--- src/rtl/ram_bus_pkg.sv ---
// Shared widths and initiator state encoding for the 10-bit / 16-bit register bus.
package ram_bus_pkg;

    localparam int unsigned RB_ADDR_W = 10;
    localparam int unsigned RB_DATA_W = 16;

    typedef enum logic [1:0] {
        IDLE,
        SETUP,
        ACCESS,
        RESP
    } rb_init_state_t;

endpackage

--- src/rtl/ram_bus_initiator.sv ---
// APB3-style initiator: turns single request/response transactions into SETUP/ACCESS
// bus cycles, honouring wait states and PSLVERR and aborting hung transfers.
module ram_bus_initiator
    import ram_bus_pkg::*;
#(
    parameter int unsigned ADDR_W         = RB_ADDR_W,
    parameter int unsigned DATA_W         = RB_DATA_W,
    parameter int unsigned TIMEOUT_CYCLES = 255
) (
    input  logic              clk,
    input  logic              rst,
    input  logic              req_valid,
    output logic              req_ready,
    input  logic              req_write,
    input  logic [ADDR_W-1:0] req_addr,
    input  logic [DATA_W-1:0] req_wdata,
    output logic              rsp_valid,
    input  logic              rsp_ready,
    output logic [DATA_W-1:0] rsp_rdata,
    output logic              rsp_err,
    output logic              rsp_timeout,
    output logic              psel,
    output logic              penable,
    output logic              pwrite,
    output logic [ADDR_W-1:0] paddr,
    output logic [DATA_W-1:0] pwdata,
    input  logic [DATA_W-1:0] prdata,
    input  logic              pready,
    input  logic              pslverr
);

    localparam bit          TIMEOUT_EN = (TIMEOUT_CYCLES != 0);
    localparam int unsigned CNT_W      = (TIMEOUT_CYCLES == 0) ? 1 : $clog2(TIMEOUT_CYCLES + 1);

    rb_init_state_t   state;
    logic [CNT_W-1:0] wait_cnt;

    // Only a state decode, so no input reaches an output combinationally.
    assign req_ready = (state == IDLE);

    // paddr/pwrite/pwdata double as the request latch for the whole transfer.
    always_ff @(posedge clk or posedge rst) begin
        if (rst) begin
            state       <= IDLE;
            wait_cnt    <= '0;
            psel        <= 1'b0;
            penable     <= 1'b0;
            pwrite      <= 1'b0;
            paddr       <= '0;
            pwdata      <= '0;
            rsp_valid   <= 1'b0;
            rsp_rdata   <= '0;
            rsp_err     <= 1'b0;
            rsp_timeout <= 1'b0;
        end else begin
            case (state)
                IDLE: begin
                    if (req_valid) begin
                        state    <= SETUP;
                        psel     <= 1'b1;
                        paddr    <= req_addr;
                        pwrite   <= req_write;
                        pwdata   <= req_write ? req_wdata : '0;
                        wait_cnt <= '0;
                    end
                end
                SETUP: begin
                    state   <= ACCESS;
                    penable <= 1'b1;
                end
                ACCESS: begin
                    if (pready) begin
                        state       <= RESP;
                        psel        <= 1'b0;
                        penable     <= 1'b0;
                        pwrite      <= 1'b0;
                        rsp_valid   <= 1'b1;
                        rsp_rdata   <= pwrite ? '0 : prdata;
                        rsp_err     <= pslverr;
                        rsp_timeout <= 1'b0;
                    end else if (TIMEOUT_EN && (wait_cnt == CNT_W'(TIMEOUT_CYCLES))) begin
                        state       <= RESP;
                        psel        <= 1'b0;
                        penable     <= 1'b0;
                        pwrite      <= 1'b0;
                        rsp_valid   <= 1'b1;
                        rsp_rdata   <= '0;
                        rsp_err     <= 1'b1;
                        rsp_timeout <= 1'b1;
                    end else if (wait_cnt != '1) begin
                        // Saturating, so a disabled timeout never wraps the count.
                        wait_cnt <= wait_cnt + CNT_W'(1);
                    end
                end
                RESP: begin
                    if (rsp_ready) begin
                        state     <= IDLE;
                        rsp_valid <= 1'b0;
                    end
                end
                default: state <= IDLE;
            endcase
        end
    end

endmodule
--- config.mk ---
export PLATFORM = sky130hd
export DESIGN_NAME = ram_bus_initiator
export DESIGN_NICKNAME = d
export VERILOG_FILES = /design/src/rtl/ram_bus_pkg.sv /design/src/rtl/ram_bus_initiator.sv
export SDC_FILE = /design/constraint.sdc
export NUM_CORES = 1
export LEC_CHECK = 0
export BUFFER_PORTS_ARGS = -buffer_cell sky130_fd_sc_hd__buf_4
export CORE_MARGIN = 4
export CORE_UTILIZATION = 40
export CTS_BUF_LIST = sky130_fd_sc_hd__clkbuf_8
export DETAILED_ROUTE_END_ITERATION = 8
export PLACE_DENSITY_LB_ADDON = 0.1
export REMOVE_ABC_BUFFERS = 1
export SLEW_MARGIN = 20
export SYNTH_ARGS = -nofsm -noshare
export SYNTH_HDL_FRONTEND = slang
export SYNTH_SLANG_ARGS = --single-unit
export TNS_END_PERCENT = 10
--- constraint.sdc ---
create_clock -name clk -period 3.5 [get_ports clk]
set_input_delay 0.175 -clock clk [delete_from_list [all_inputs] [get_ports clk]]
set_output_delay 0.175 -clock clk [all_outputs]
set_load 0.02 [all_outputs]
==> results.cfg <==
[final_layout]
nFillCells = 548
area_delta_synth_final_pct = 39.8
final_net_count = 377
num_antenna_cells = 0
final_design_area_no_fill_um2 = 3470
post_layout_nonfiller_instances = 403
drive_above_1_share_pct = 40.2

[grt]
track_usage_pct = 16.3
grt.met3_usage_pct = 3.90
global_route.usage.met2_pct = 25.2
grt.met1_usage_pct = 21.7
busiest_layer = met2
grt_antenna_before_repair = 0
global_route.overflow_total = 0
first_global_vias = 2025
maximum_number_of_pins_on_one_net_before_global_route_repair = 36
first_pass_grt_wire_length_um = 9560

[worst_setup_path]
worst_setup_path_start_kind = register
worst_path_max_delay_cell = sky130_fd_sc_hd__dfrtp_1
endpoint_kind = register
worstPathBufferInverterCount = 2
cp_data_required_time_ns = 3.71
crit_arrival_ns = 2.15
critical_path_class = reg2reg
rr_startpoint = state[0]
worst-path-max-fanout = 35
critical_path_start = state[0]
timing.critical_path.cells = inv_1 > ha_1 > nand2_1 > buf_4 > mux2_2
critPathTopFamily = buffers and inverters
delay_of_the_slowest_cell_on_the_worst_path_ns = 0.37

[synth]
synth_cell_type_count = 36
synthesis.area_um2 = 2480
synth_top_cell_area_share_pct = 58.5
synthCells = 223
postSynth.asyncResetShare_pct = 100
synth_seq_area_share_pct = 58.5
ff_latch_count_synth = 58
post-synth-top-area-cell = sky130_fd_sc_hd__dfrtp_1
synth-edff-count = 0
yosys_warnings = 0
postSynth.topFlopCell = sky130_fd_sc_hd__dfrtp_1
post_synth_main_area_contributors = sky130_fd_sc_hd__dfrtp_1, sky130_fd_sc_hd__a22o_1, sky130_fd_sc_hd__nand2_1
synth_area_per_cell_um2 = 11.1

[detailed_routing]
drt_iter0_drc = 83
avgViaCountPerCell = 5.03
post-route-drc-count = 0
dr_total_vias = 2027
first_pass_iters = 4
final_antenna_net_count = 0
drt-wirelength-per-cell_um = 14.6
finalWirelength_um = 5900

[place]
placedInstanceArea_um2 = 3260
numPlacedInstances = 386
dp_hpwl_um = 4270
routabilityCongestion = 0.821
dpl_worst_slack_ns = 1.58
portBuffers = 97

[pwr]
leakage_component_of_the_power_nw = 1.73
internal_power_w = 0.00198
ir_drop_v = 0.000505
switchingPower_w = 0.00125
totalPowerFinal_w = 0.00323
combinationalPowerShare_pct = 45.3
pwr_density_cell_nw_per_um2 = 931
pwr-share-seq_pct = 36.1
clock_network_power_share_pct = 18.7
power_switching_share_pct = 38.7

[clock_tree]
cts.repair.resized = 0
clkSlewWorstSetupHoldPaths_ns = 0.07
clkLatencyLatePin_ns = 0.33
cts_tree = built
ctsHoldBuffers = 1
clkSinkCount = 58
number_of_h_tree_levels = 3
cts_inserted_buffers = 9
clock_path_buffers = 2
clockRootBuffer = sky130_fd_sc_hd__clkbuf_8
buffer_count_from_post_cts_setup_fixing = 0

[sta]
timing_max_transition_violations_final = 0
worst_clock_skew_ns = 0.00457
max-slew-margin-rel_pct = 55.1
rsz0062_at_grt = false
fin_crit_sh_pct = 55.4
setup_slack_ns = 1.56
setup-tns-final_ns = 0
achievable-frequency_ghz = 0.516
final.min_clock_period_ns = 1.94
setup_viol = 0
finalHoldViolCount = 0
tightestPinTransition_ns = 0.672

[floorplanning]
core_um2 = 5960
die-width_um = 86.7
floorplan.initialDensity_pct = 41.6
die_height_um = 86.7
number_of_primary_i_o_pins = 98
row_count = 28
design.die.area_um2 = 7520

[min_path]
worst_hold_path_type = in2reg
hold_path_startpoint = prdata[0]

[outcome]
status = complete, no violations

[run]
maxCapViolations = 0
area by class of cell:
cell class / count / area [µm²] / share of cell area, %
multi-input combinational: 141 / 920 / 26.5
clock buffer: 10 / 138 / 3.97
clock inverter: 6 / 57.6 / 1.66
timing repair buffer: 101 / 761 / 21.9
tap: 75 / 93.8 / 2.71
sequential: 58 / 1450 / 41.9
inverter: 12 / 45.0 / 1.30
worst register-to-register path, stage by stage, from the launching register on:
cell and delay (ns):
sky130_fd_sc_hd__dfrtp_1 0.37, sky130_fd_sc_hd__inv_1 0.08, sky130_fd_sc_hd__ha_1 0.29, sky130_fd_sc_hd__nand2_1 0.33
sky130_fd_sc_hd__buf_4 0.38, sky130_fd_sc_hd__mux2_2 0.38
Yosys cell counts (all sizes together) (2+ instances only):
| master | instances |
|---|---|
| and3 | 2 |
| a21oi | 8 |
| buf | 4 |
| inv | 12 |
| dfrtp | 58 |
| a31oi | 4 |
| nand2b | 2 |
| nand2 | 38 |
| mux2i | 3 |
| o2bb2ai | 4 |
| o21ai | 22 |
| mux2 | 10 |
| clkbuf | 8 |
| nand3 | 5 |
| ha | 5 |
| nor4 | 2 |
| a22o | 17 |
| nor2 | 6 |
registers in the layout, indices dropped and copies added (netlist names):
| signal | count |
|---|---|
| pwdata | 16 |
| rsp_rdata | 16 |
| paddr | 10 |
| wait_cnt | 8 |
| state | 2 |
| penable | 1 |
| psel | 1 |
| pwrite | 1 |
| rsp_err | 1 |
| rsp_timeout | 1 |
| rsp_valid | 1 |
logic make-up after synthesis:
logic type	after synthesis	synth area share [%]
AO/OA/AOI/OAI	63	17.6
AND/OR/NAND/NOR	60	11.2
flip-flops	58	58.5
buffers and inverters	24	4.39
multiplexers	13	5.75
adder cells (fa/ha/maj)	5	2.52
per-stage QoR:
| step | hold WS, ns | utilization (%) |
|---|---|---|
| floorplan | 0.308 | - |
| global placement | 0.331 | 54.7 |
| global route | 0.0538 | 58.2 |
| finish | 0.0622 | 58.2 |
| CTS | 0.0463 | 58.2 |
| detailed placement | 0.324 | 54.7 |
placed cells by master (no fill, tap or decap), types with 2 or more instances in the layout:
| master | Yosys | final |
|---|---|---|
| sky130_fd_sc_hd__mux2i_1 | 3 | 3 |
| sky130_fd_sc_hd__o2bb2ai_1 | 4 | 4 |
| sky130_fd_sc_hd__dfrtp_1 | 58 | 58 |
| sky130_fd_sc_hd__buf_4 | 0 | 100 |
| sky130_fd_sc_hd__inv_1 | 12 | 12 |
| sky130_fd_sc_hd__nand3_1 | 5 | 5 |
| sky130_fd_sc_hd__ha_1 | 5 | 5 |
| sky130_fd_sc_hd__a31oi_1 | 4 | 4 |
| sky130_fd_sc_hd__nor4_1 | 2 | 2 |
| sky130_fd_sc_hd__clkbuf_8 | 0 | 10 |
| sky130_fd_sc_hd__nor2_1 | 6 | 6 |
| sky130_fd_sc_hd__clkinv_2 | 0 | 3 |
| sky130_fd_sc_hd__o21ai_0 | 22 | 22 |
| sky130_fd_sc_hd__nand2_1 | 38 | 38 |
| sky130_fd_sc_hd__a22o_1 | 17 | 17 |
| sky130_fd_sc_hd__a21oi_1 | 7 | 7 |
| sky130_fd_sc_hd__mux2_2 | 10 | 10 |
per-layer routing:
| metal | share of wire (%) | vias to the layer above |
|---|---|---|
| met5 | 0 | - |
| met4 | 1.0 | 0 |
| met3 | 7.0 | 5 |
| met2 | 48 | 59 |
| met1 | 44 | 971 |
| li1 | - | 992 |
final timing paths:
check,cells past startpoint,slack (ns),endpoint
setup / recovery,5,1.56,paddr[2]
hold / removal,2,0.06,rsp_rdata[0]
setup reg to reg,5,1.56,paddr[2]
hold reg to reg,2,0.48,pwdata[4]
max in group asynchronous,4,2.20,pwdata[1]
min in group asynchronous,3,0.51,rsp_rdata[14]
power groups by stage:
stage                     sequential, W  combinational [W]  clock, W
after floorplan                 0.00147           0.000540         0
after global placement          0.00117            0.00146         0
after detailed placement        0.00118            0.00148         0
after CTS                       0.00117            0.00148  0.000620
after global routing            0.00121            0.00159  0.000652
final                           0.00116            0.00146  0.000602
Power figures use the tool's default switching activity.
